### src/rtl/polar_encoder.sv
// rtl/polar_encoder.sv - serial-in / serial-out polar encoder (x = u * F^(tensor log2 N))
//
// Ports:
//   clk        single clock, rising-edge state updates
//   rst_n      asynchronous active-low reset
//   in_valid   in_bit is valid
//   in_ready   encoder accepts an info bit this cycle (LOAD only)
//   in_bit     serial info bit, first bit first
//   out_valid  out_bit is valid (SEND only)
//   out_ready  downstream accepts out_bit
//   out_bit    serial codeword bit, x[0] first
//   out_last   marks the bit carrying x[N-1]
module polar_encoder #(
    parameter int             N           = 8,
    parameter int             K           = 4,
    parameter logic [N-1:0]   FROZEN_MASK = 8'b0001_0111
) (
    input  logic clk,
    input  logic rst_n,
    input  logic in_valid,
    output logic in_ready,
    input  logic in_bit,
    output logic out_valid,
    input  logic out_ready,
    output logic out_bit,
    output logic out_last
);

    localparam int LOG2N = $clog2(N);
    localparam int CW    = LOG2N + 1;

    typedef enum logic [1:0] {
        ST_LOAD   = 2'd0,
        ST_ENCODE = 2'd1,
        ST_SEND   = 2'd2
    } state_t;

    state_t          state_q, state_d;
    logic [N-1:0]    u_q, u_d;
    // One counter serves all phases: info-bit index in LOAD, butterfly
    // stage in ENCODE, codeword bit index in SEND. It is zeroed on every
    // state change so each phase starts from 0.
    logic [CW-1:0]   cnt_q, cnt_d;
    logic [CW-1:0]   cnt_inc;
    logic            in_ready_q, in_ready_d;
    logic            out_valid_q, out_valid_d;
    logic            out_bit_q, out_bit_d;
    logic            out_last_q, out_last_d;

    // Index of the j-th non-frozen position, lowest index first.
    function automatic logic [LOG2N-1:0] free_pos(input logic [CW-1:0] j);
        int seen;
        seen     = 0;
        free_pos = '0;
        for (int i = 0; i < N; i++) begin
            if (!FROZEN_MASK[i]) begin
                if (seen == int'(j)) begin
                    free_pos = LOG2N'(i);
                end
                seen = seen + 1;
            end
        end
    endfunction

    // Positions i whose bit t is 0: the upper node of each stage-t butterfly.
    function automatic logic [N-1:0] upper_mask(input int t);
        for (int i = 0; i < N; i++) begin
            upper_mask[i] = (((i >> t) & 1) == 0);
        end
    endfunction

    always_comb begin
        state_d     = state_q;
        u_d         = u_q;
        cnt_d       = cnt_q;
        in_ready_d  = in_ready_q;
        out_valid_d = out_valid_q;
        out_bit_d   = out_bit_q;
        out_last_d  = out_last_q;
        cnt_inc     = cnt_q + CW'(1);

        case (state_q)
            ST_LOAD: begin
                if (in_valid && in_ready_q) begin
                    u_d[free_pos(cnt_q)] = in_bit;
                    if (cnt_q == CW'(K - 1)) begin
                        state_d    = ST_ENCODE;
                        cnt_d      = '0;
                        in_ready_d = 1'b0;
                    end else begin
                        cnt_d = cnt_inc;
                    end
                end
            end

            ST_ENCODE: begin
                // Stage t: u[i] ^= u[i + 2^t] for every upper node i, done
                // as one vector op by shifting the lower nodes down onto them.
                for (int t = 0; t < LOG2N; t++) begin
                    if (cnt_q == CW'(t)) begin
                        u_d = u_q ^ ((u_q >> (1 << t)) & upper_mask(t));
                    end
                end
                if (cnt_q == CW'(LOG2N - 1)) begin
                    state_d     = ST_SEND;
                    cnt_d       = '0;
                    out_valid_d = 1'b1;
                    // x[0] is taken from the final stage result being written now.
                    out_bit_d   = u_d[0];
                    out_last_d  = 1'b0;
                end else begin
                    cnt_d = cnt_inc;
                end
            end

            ST_SEND: begin
                if (out_ready) begin
                    if (out_last_q) begin
                        state_d     = ST_LOAD;
                        u_d         = '0;
                        cnt_d       = '0;
                        in_ready_d  = 1'b1;
                        out_valid_d = 1'b0;
                        out_bit_d   = 1'b0;
                        out_last_d  = 1'b0;
                    end else begin
                        cnt_d      = cnt_inc;
                        out_bit_d  = u_q[cnt_inc[LOG2N-1:0]];
                        out_last_d = (cnt_inc == CW'(N - 1));
                    end
                end
            end

            default: begin
                state_d     = ST_LOAD;
                u_d         = '0;
                cnt_d       = '0;
                in_ready_d  = 1'b1;
                out_valid_d = 1'b0;
                out_bit_d   = 1'b0;
                out_last_d  = 1'b0;
            end
        endcase
    end

    always_ff @(posedge clk or negedge rst_n) begin
        if (!rst_n) begin
            state_q     <= ST_LOAD;
            u_q         <= '0;
            cnt_q       <= '0;
            in_ready_q  <= 1'b1;
            out_valid_q <= 1'b0;
            out_bit_q   <= 1'b0;
            out_last_q  <= 1'b0;
        end else begin
            state_q     <= state_d;
            u_q         <= u_d;
            cnt_q       <= cnt_d;
            in_ready_q  <= in_ready_d;
            out_valid_q <= out_valid_d;
            out_bit_q   <= out_bit_d;
            out_last_q  <= out_last_d;
        end
    end

    assign in_ready  = in_ready_q;
    assign out_valid = out_valid_q;
    assign out_bit   = out_bit_q;
    assign out_last  = out_last_q;

endmodule

### config.mk
export PLATFORM = sky130hd
export DESIGN_NAME = polar_encoder
export DESIGN_NICKNAME = d
export VERILOG_FILES = /design/src/rtl/polar_encoder.sv
export SDC_FILE = /design/constraint.sdc
export NUM_CORES = 1
export LEC_CHECK = 0
export ABC_CLOCK_PERIOD_IN_PS = 3100
export CELL_PAD_IN_SITES_DETAIL_PLACEMENT = 0
export CELL_PAD_IN_SITES_GLOBAL_PLACEMENT = 2
export CORE_AREA = 2 2 64 66
export DETAILED_ROUTE_END_ITERATION = 8
export DIE_AREA = 0 0 66 68
export DONT_BUFFER_PORTS = 1
export PLACE_DENSITY_LB_ADDON = 0.1
export SLEW_MARGIN = 20
export SYNTH_ARGS = -nofsm -noshare
export SYNTH_HDL_FRONTEND = slang
export SYNTH_SLANG_ARGS = --single-unit
### constraint.sdc
create_clock -name clk -period 3.1 [get_ports clk]
set_input_delay 0.155 -clock clk [delete_from_list [all_inputs] [get_ports clk]]
set_output_delay 0.155 -clock clk [all_outputs]
set_load 0.01 [all_outputs]
==> impl_metrics.json, run 1 <==
{
  "status": "complete, no violations",
  "rows": 23,
  "htree_levels": 1,
  "power.leakage_nw": 0.709,
  "synth_fp_nets": 191,
  "crit_chain": "inv_1 > ha_1 > or3b_1 > a211oi_2 > o311ai_1 > nand3_1",
  "routed_wirelength_mm": 4.20,
  "clk_latency_ns": 0.27,
  "cts_resized": 0,
  "rsz0062_at_grt": "false",
  "worst_slew_pin_slew_ns": 0.908,
  "die-area_mm2": 0.00449,
  "synth_seq_area_share": 0.291,
  "regToRegStartpoint": "cnt_q[0]$_DFFE_PN0P_",
  "worstRegToRegCells": 6,
  "yosysMostFrequentCell": "dfrtp_1",
  "netlist_instances": 177,
  "cts_tree": "yes",
  "wl_per_cell_um": 19.0,
  "area_delta_synth_final_pct": 5.08,
  "diodes": 0,
  "grt_max_degree": 21,
  "powerDensity_mw_per_mm2": 1100,
  "vias_per_cell": 6.18,
  "fmax_mhz": 426,
  "start_util": 0.402,
  "overflow": 0,
  "cts_buffer_depth": 2,
  "nets": 186,
  "timing.rr.end": "out_bit$_DFFE_PN0P_",
  "die_w_um": 66,
  "gr-usage-all-layers": 0.209,
  "ys_seq_elements": 18,
  "setup_tns_ns": 0,
  "synth.distinct_cells": 60,
  "finalSetupViolCount": 0,
  "post_synth.cell_area_avg_um2": 8.76,
  "vdd_drop_max_uv": 533,
  "synth_area_leaders": "dfrtp_1, ha_1, inv_1, mux4_2, xor2_1",
  "die_h_um": 68,
  "port_buffers": 0,
  "drv_slew": 0,
  "synth_top_cell_area_share": 0.274,
  "antenna_left": 0,
  "synthFlopType": "dfrtp_1",
  "whs_path_depth": 3,
  "critical_path.max_stage_delay_ns": 0.52,
  "critical_path_class": "reg2reg",
  "cp-end-kind": "flop",
  "worstHoldStart": "out_ready",
  "clkTransAtPathRegs_ns": 0.07,
  "maxCapViolations": 0,
  "r2r_setup_slack_ns": 0.75,
  "worstHoldEndpoint": "state_q[0]$_DFFE_PN0P_",
  "timing.critical_path.from_type": "flop",
  "cts_made_buffers": 3,
  "grt_pass1_wl_mm": 6.96,
  "synth_top_cells_by_count": "dfrtp_1, inv_1, ha_1, nor2_1",
  "antenna_found_initial": 0,
  "clock-sinks": 18,
  "fin_skew_ns": 0.00880,
  "drive_above_1_share": 0.117,
  "drc": 0,
  "gp_congestion": 0.904,
  "crit_slowest_cell": "or3b_1",
  "firstDrtPassIters": 4,
  "setup_ws_ns": 0.750,
  "fin_crit_ns": 2.35,
  "synth_area_mm2": 0.00155,
  "pre_cts_ws_ns": 0.746,
  "synth_edf_count": 0,
  "cp.arrival_ns": 2.55,
  "io_pins": 9,
  "maxSlewHeadroom": 0.393,
  "fill_cells": 412,
  "required_ns": 3.30,
  "drt_iter0_markers": 163,
  "synth_top_area_cell": "dfrtp_1",
  "hpwl_mm": 3.05,
  "core_mm2": 0.00386,
  "final.period_utilization": 0.758,
  "grt_pass1_vias": 1314,
  "yosysWarnings": 0,
  "cts-root-buf": "clkbuf_8",
  "hold_path.class": "in2reg",
  "finalHoldViolations": 0,
  "async_reset_ff_frac": 1.00,
  "path_max_fanout": 13,
  "num_vias": 1366
}
[registers in the layout (all words and copies together) (netlist names)]
name and flops:
u_q 8, cnt_q 4, state_q 2, in_ready 1, out_bit 1, out_last 1
out_valid 1
[metrics by stage]
stage               instance area, um2  hold WS [ns]  std cells  total power [mW]  utilization
finish                            1630         0.246        221              1.80        0.422
global route                      1630         0.269        221              1.95        0.422
CTS                               1630         0.243        221              1.79        0.422
detailed placement                1560        -0.140        216              1.57        0.406
global placement                  1560        -0.140        216              1.57        0.406
floorplan                         1550        -0.141        177              1.32            -
[final cells by class]
class	instances	area, um2	share of cell area
multi-input cells	134	990	0.608
repair buffers	3	25.0	0.0154
inverters	12	45.0	0.0276
clock buffers	4	55.1	0.0338
well taps	50	62.6	0.0384
flip-flops and latches	18	452	0.277
[layer usage]
layer  GRT usage  up-vias  part of all wire
met2       0.342       33              0.47
met5           0        -                 0
met4      0.0689        0             0.010
li1            -      645                 -
met1       0.288      684              0.49
met3      0.0280        4             0.033
[power by group]
| group | switching (mW) | internal, mW |
|---|---|---|
| Clock | 0.0975 | 0.114 |
| Sequential | 0.153 | 0.324 |
| Combinational | 0.657 | 0.454 |
| Total | 0.908 | 0.891 |
[critical path: cells and delay by family, from the launching register on]
family	cells	cell delay [ns]
flip-flops	1	0.47
AO/OA/AOI/OAI	2	0.56
AND/OR/NAND/NOR	2	0.65
adder cells (fa/ha/maj)	1	0.43
buffers and inverters	1	0.17
[placed cells by master (no fill, tap or decap), drive strengths merged, types with 2 or more instances in the layout]
cell	count
nand2b	3
o21ai	10
nand4	3
xor2	5
o31a	2
a211oi	3
a21boi	2
or2	3
nor2b	5
o311ai	2
mux2i	3
nor2	10
nand3	6
clkbuf	4
o41ai	2
a31oi	3
or3b	2
o21a	2
buf	2
dfrtp	17
a21oi	8
mux2	2
a22o	4
a22oi	3
nor4	2
o221ai	2
inv	12
mux4	2
ha	9
nand2	9
nor3	7
[logic make-up after synthesis]
group,after synthesis,synth area share
mux,7,0.0630
compound gates,54,0.259
buf+inv,25,0.0702
xor+xnor,6,0.0339
simple gates,58,0.210
fa+ha+maj,9,0.0726
flops,18,0.291
[how the worst max path moves through the flow]
| stage | slack, ns | to | startpoint | cells after the start |
|---|---|---|---|---|
| 5_1_grt | 0.59 | out_bit$_DFFE_PN0P_ | cnt_q[0]$_DFFE_PN0P_ | 6 |
| 6_report | 0.75 | out_bit$_DFFE_PN0P_ | cnt_q[0]$_DFFE_PN0P_ | 6 |
| 2_1_floorplan | 1.21 | u_q[5]$_DFFE_PN0P_ | cnt_q[0]$_DFFE_PN0P_ | 6 |
| 3_5_place_dp | 0.75 | out_bit$_DFFE_PN0P_ | cnt_q[0]$_DFFE_PN0P_ | 6 |
| 3_3_place_gp | 0.76 | out_bit$_DFFE_PN0P_ | cnt_q[0]$_DFFE_PN0P_ | 6 |
| 4_1_cts | 0.72 | out_bit$_DFFE_PN0P_ | cnt_q[0]$_DFFE_PN0P_ | 6 |
[what timing repair did]
action                                  in CTS  in global routing
hold buffers                                 1                  0
hold endpoints to repair                    18                  0
endpoints found under the setup margin       0                  0
buffers inserted                             0                  0
No activity file was read; power rests on OpenSTA's default activity.
==> run 2, diff against run 1 <==
--- a/config.mk
+++ b/config.mk
@@ -5,12 +5,13 @@
 export SDC_FILE = /design/constraint.sdc
 export NUM_CORES = 1
 export LEC_CHECK = 0
-export ABC_CLOCK_PERIOD_IN_PS = 3100
+export ABC_AREA = 1
+export ABC_CLOCK_PERIOD_IN_PS = 2380
 export CELL_PAD_IN_SITES_DETAIL_PLACEMENT = 0
 export CELL_PAD_IN_SITES_GLOBAL_PLACEMENT = 2
-export CORE_AREA = 2 2 64 66
+export CORE_AREA = 2 2 66 68
 export DETAILED_ROUTE_END_ITERATION = 8
-export DIE_AREA = 0 0 66 68
+export DIE_AREA = 0 0 68 70
 export DONT_BUFFER_PORTS = 1
 export PLACE_DENSITY_LB_ADDON = 0.1
 export SLEW_MARGIN = 20
==> constraint.sdc (replaced) <==
create_clock -name clk -period 2.38 [get_ports clk]
set_input_delay 0.119 -clock clk [delete_from_list [all_inputs] [get_ports clk]]
set_output_delay 0.119 -clock clk [all_outputs]
set_load 0.01 [all_outputs]
==> impl_metrics.json, run 2 <==
{
  "status": "complete, no violations",
  "clk_latency_ns": 0.26,
  "cts_tree": "yes",
  "die_h_um": 70,
  "final_common_cell": "nand2_1",
  "wl_per_cell_um": 15.3,
  "powerDensity_mw_per_mm2": 1390,
  "maxSlewHeadroom": 0.364,
  "finalSetupViolCount": 0,
  "drive_above_1_share": 0.0938,
  "final.period_utilization": 0.871,
  "critical_path.top_delay_family": "simple AND/OR/NAND/NOR gates",
  "antenna_left": 0,
  "yosysWarnings": 0,
  "synthFlopType": "dfrtp_1",
  "synth_seq_area_share": 0.317,
  "synth_edf_count": 0,
  "final_cell_mix": "nand2_1, inv_1, o21ai_0",
  "path_max_fanout": 11,
  "grt_pass1_wl_mm": 6.60,
  "rsz0062_at_grt": "false",
  "async_reset_ff_frac": 1.00,
  "nets": 207,
  "fin_skew_ns": 0.00416,
  "die-area_mm2": 0.00476,
  "final_core_util": 0.373,
  "drv_slew": 0,
  "finalHoldViolations": 0,
  "area_delta_synth_final_pct": 8.33,
  "hold_path.class": "in2reg",
  "cts_setup_buffers": 0,
  "num_vias": 1278,
  "power.leakage_nw": 0.734,
  "vias_per_cell": 5.24,
  "clkTransAtPathRegs_ns": 0.08,
  "timing.critical_path.from_type": "flop",
  "synth_area_leaders": "dfrtp_1, nand2_1, ha_1, o21ai_0, inv_1",
  "fin_crit_ns": 2.07,
  "diodes": 0,
  "total_power_mw": 2.15,
  "cts-root-buf": "clkbuf_8",
  "synth.distinct_cells": 30,
  "htree_levels": 1,
  "maxCapViolations": 0,
  "critical_path.max_stage_delay_ns": 0.48,
  "start_util": 0.344,
  "yosysMostFrequentCell": "nand2_1",
  "cp-end-kind": "flop",
  "drc": 0,
  "synth_fp_nets": 203,
  "critical_path_class": "reg2reg",
  "cp.buffers_inverters": 2,
  "worst_slew_pin_slew_ns": 0.950,
  "routed_wirelength_mm": 3.74,
  "fmax_mhz": 482,
  "setup_tns_ns": 0,
  "overflow": 0,
  "antenna_found_initial": 0,
  "netlist_instances": 189,
  "port_buffers": 0,
  "clock-sinks": 18,
  "die_w_um": 68,
  "vdd_drop_max_uv": 483,
  "hpwl_mm": 2.87,
  "grt_max_degree": 19,
  "crit_slowest_cell": "ha_1",
  "cts_buffer_depth": 2,
  "synth_top_area_cell": "dfrtp_1",
  "largest_register_ffs": 8,
  "gr-usage-all-layers": 0.182,
  "gp_congestion": 0.747,
  "core_mm2": 0.00414,
  "rows": 24,
  "regMostFlops": "u_q",
  "synth_top_cells_by_count": "nand2_1, inv_1, o21ai_0",
  "reg_top3": "u_q x8, cnt_q x4, state_q x2",
  "crit_chain": "inv_1 > ha_1 > nand2_1 > nand3_1 > inv_1 > nand2_1 > nor2_1 > o21a_1",
  "grt_pass1_vias": 1318,
  "drt_iter0_markers": 127,
  "ys_seq_elements": 18,
  "firstDrtPassIters": 5,
  "io_pins": 9,
  "synth_area_mm2": 0.00143,
  "synth_top_cell_area_share": 0.298,
  "post_synth.cell_area_avg_um2": 7.55,
  "cts_made_buffers": 3,
  "required_ns": 2.53,
  "cp.arrival_ns": 2.23
}
run 2: where the power goes:
part | switching [mW] | total, mW | internal, mW
clock | 0.117 | 0.265 | 0.147
combinational | 0.851 | 1.30 | 0.449
sequential | 0.167 | 0.590 | 0.423
run 2: layout make-up:
cell class	count	area [um2]
multi-input combinational	140	848
clock buffer	4	55.1
tap	52	65.1
fill	452	2600
inverter	28	108
timing repair buffer	2	17.5
sequential	18	452
run 2: path summary, 6_finish.rpt:
check,start,end,slack (ns),cells after the start
worst max-delay path,state_q[1]$_DFFE_PN0P_,state_q[0]$_DFFE_PN0P_,0.31,8
worst min-delay path,in_bit,u_q[7]$_DFFE_PN0P_,0.01,2
worst max register to register,state_q[1]$_DFFE_PN0P_,state_q[0]$_DFFE_PN0P_,0.31,8
worst min register to register,u_q[0]$_DFFE_PN0P_,u_q[0]$_DFFE_PN0P_,0.52,2
max in group asynchronous,rst_n,out_bit$_DFFE_PN0P_,1.35,1
min in group asynchronous,rst_n,cnt_q[1]$_DFFE_PN0P_,0.45,1
run 2: worst reg2reg max path, cell delays in order, from the launching register on:
cell	delay (ns)
dfrtp_1	0.41
inv_1	0.11
ha_1	0.48
nand2_1	0.15
nand3_1	0.23
inv_1	0.18
nand2_1	0.17
nor2_1	0.09
o21a_1	0.17
run 2: repair_timing:
| action | in CTS | in global routing |
|---|---|---|
| endpoints found under the hold margin | 18 | 0 |
| gates resized for setup | 0 | 0 |
| hold buffers | 1 | 0 |
run 2: cell families (layout without fill, tap and decap cells):
logic type,Yosys count,after routing,synth area share
DFF,18,18,0.317
buffers and inverters,31,34,0.0886
AOI/OAI and AO/OA,43,43,0.174
adders and majority gates,9,9,0.0789
and+or+nand+nor,79,79,0.287
xor gates and xnor gates,9,9,0.0553
run 2: layer usage:
metal | wire, um | GRT usage | vias up
met3 | 139 | 0.0225 | 4
met2 | 1770 | 0.279 | 30
met5 | 0 | 0 | -
li1 | - | - | 629
met4 | 41 | 0.0578 | 0
met1 | 1780 | 0.261 | 615
run 2: stage by stage:
stage	hold slack (ns)	cell area [um2]	setup WS (ns)	std cells
4_1_cts	0.0114	1550	0.301	244
6_report	0.0111	1550	0.307	244
3_5_place_dp	-0.176	1480	0.317	239
2_1_floorplan	-0.177	1430	0.798	189
3_3_place_gp	-0.176	1480	0.238	239
5_1_grt	0.0243	1550	0.0814	244
==> run 3, diff against run 2 <==
--- a/config.mk
+++ b/config.mk
@@ -14,6 +14,7 @@
 export DIE_AREA = 0 0 68 70
 export DONT_BUFFER_PORTS = 1
 export PLACE_DENSITY_LB_ADDON = 0.1
+export REMOVE_ABC_BUFFERS = 1
 export SLEW_MARGIN = 20
 export SYNTH_ARGS = -nofsm -noshare
 export SYNTH_HDL_FRONTEND = slang
==> impl_metrics.json, run 3 (same netlist as run 2, synthesis figures left out) <==
{
  "status": "complete, no violations",
  "worst_slew_pin_slew_ns": 0.877,
  "clk_latency_ns": 0.26,
  "finalHoldViolations": 0,
  "vdd_drop_max_uv": 434,
  "fill_cells": 447,
  "setup_tns_ns": 0,
  "regMostFlops": "u_q",
  "total_power_mw": 2.13,
  "final_core_util": 0.370,
  "path_max_fanout": 11,
  "core_mm2": 0.00414,
  "crit_chain": "inv_1 > ha_1 > nand2_1 > nand3_1 > inv_1 > nand2_1 > nor2_1 > o21a_1",
  "crit_slowest_cell": "ha_1",
  "grt_max_degree": 19,
  "area_delta_synth_final_pct": 7.63,
  "die-area_mm2": 0.00476,
  "reg_top3": "u_q x8, cnt_q x4, state_q x2",
  "io_pins": 9,
  "firstDrtPassIters": 4,
  "rows": 24,
  "htree_levels": 1,
  "die_w_um": 68,
  "fmax_mhz": 483,
  "num_vias": 1258,
  "hold_path.class": "in2reg",
  "antenna_left": 0,
  "rsz0062_at_grt": "false",
  "cts_buffer_depth": 2,
  "final_cell_mix": "nand2_1, inv_1, o21ai_0",
  "grt_pass1_vias": 1296,
  "start_util": 0.344,
  "nets": 207,
  "die_h_um": 70,
  "fin_crit_ns": 2.07,
  "routed_wirelength_mm": 3.77,
  "final_common_cell": "nand2_1",
  "finalSetupViolCount": 0,
  "gp_congestion": 0.779,
  "maxCapViolations": 0,
  "timing.critical_path.from_type": "flop",
  "cts_tree": "yes",
  "fin_skew_ns": 0.00701,
  "wl_per_cell_um": 15.5,
  "cts-root-buf": "clkbuf_8",
  "clkTransAtPathRegs_ns": 0.08,
  "cp-end-kind": "flop",
  "final.period_utilization": 0.871,
  "cp.arrival_ns": 2.23,
  "overflow": 0,
  "grt_pass1_wl_mm": 6.31,
  "power.leakage_nw": 0.728,
  "drive_above_1_share": 0.0885,
  "cts_made_buffers": 3,
  "drc": 0,
  "powerDensity_mw_per_mm2": 1390,
  "gr-usage-all-layers": 0.174,
  "antenna_found_initial": 0,
  "diodes": 0,
  "clock-sinks": 18,
  "drt_iter0_markers": 70,
  "port_buffers": 0,
  "largest_register_ffs": 8,
  "hpwl_mm": 2.92,
  "required_ns": 2.54,
  "maxSlewHeadroom": 0.413,
  "vias_per_cell": 5.16,
  "critical_path_class": "reg2reg",
  "critical_path.max_stage_delay_ns": 0.48,
  "drv_slew": 0
}
-- run 3: routing by layer --
layer / up-vias / track usage / share of wire
met5: - / 0 / 0
met4: 0 / 0.0444 / 0.014
met3: 6 / 0.0290 / 0.037
met2: 23 / 0.273 / 0.48
met1: 594 / 0.247 / 0.47
li1: 635 / - / -
-- run 3: worst max-delay path, delay by kind of cell (launching register included) --
| family | cells | cell delay [ns] |
|---|---|---|
| buf+inv | 2 | 0.29 |
| simple gates | 4 | 0.64 |
| fa+ha+maj | 1 | 0.48 |
| flops | 1 | 0.41 |
| compound gates | 1 | 0.16 |
-- run 3: through the flow --
| stage | hold slack (ns) | instance area [um2] | worst slack [ns] | cells |
|---|---|---|---|---|
| floorplan | -0.177 | 1410 | 0.759 | 186 |
| global placement | -0.176 | 1480 | 0.287 | 239 |
| detailed placement | -0.176 | 1480 | 0.319 | 239 |
| CTS | 0.0297 | 1540 | 0.303 | 244 |
| global route | 0.0582 | 1540 | 0.0935 | 244 |
| finish | 0.0345 | 1540 | 0.308 | 244 |
-- run 3: layout make-up --
class                           count  area [um2]  share of cell area
Inverter                           28         108              0.0701
Timing Repair Buffer                2        17.5              0.0114
Sequential cell                    18         452               0.294
Clock buffer                        4        45.0              0.0293
Multi-Input combinational cell    140         848               0.553
Tap cell                           52        65.1              0.0424
-- run 3: timing repair --
action | in CTS | in global routing
hold buffers | 1 | 0
endpoints found under the hold margin | 18 | 0
gates resized for setup | 0 | 0
setup endpoints to repair | 0 | 0
buffers inserted | 0 | 0
-- run 3: final timing paths --
check                                  startpoint                endpoint  slack [ns]  depth (start not counted)
min in group asynchronous                   rst_n    cnt_q[1]$_DFFE_PN0P_        0.42                          1
max in group asynchronous                   rst_n      u_q[3]$_DFFE_PN0P_        1.42                          1
hold / removal                             in_bit      u_q[7]$_DFFE_PN0P_        0.03                          2
setup / recovery           state_q[1]$_DFFE_PN0P_  state_q[0]$_DFFE_PN0P_        0.31                          8
setup reg to reg           state_q[1]$_DFFE_PN0P_  state_q[0]$_DFFE_PN0P_        0.31                          8
hold reg to reg                u_q[0]$_DFFE_PN0P_      u_q[0]$_DFFE_PN0P_        0.52                          2
-- run 3: power by group --
part	total [mW]	internal (mW)	leakage, nW	switching [mW]
Clock	0.231	0.119	0.0228	0.112
Sequential	0.592	0.423	0.237	0.170
Combinational	1.31	0.450	0.469	0.856
Total	2.13	0.992	0.728	1.14
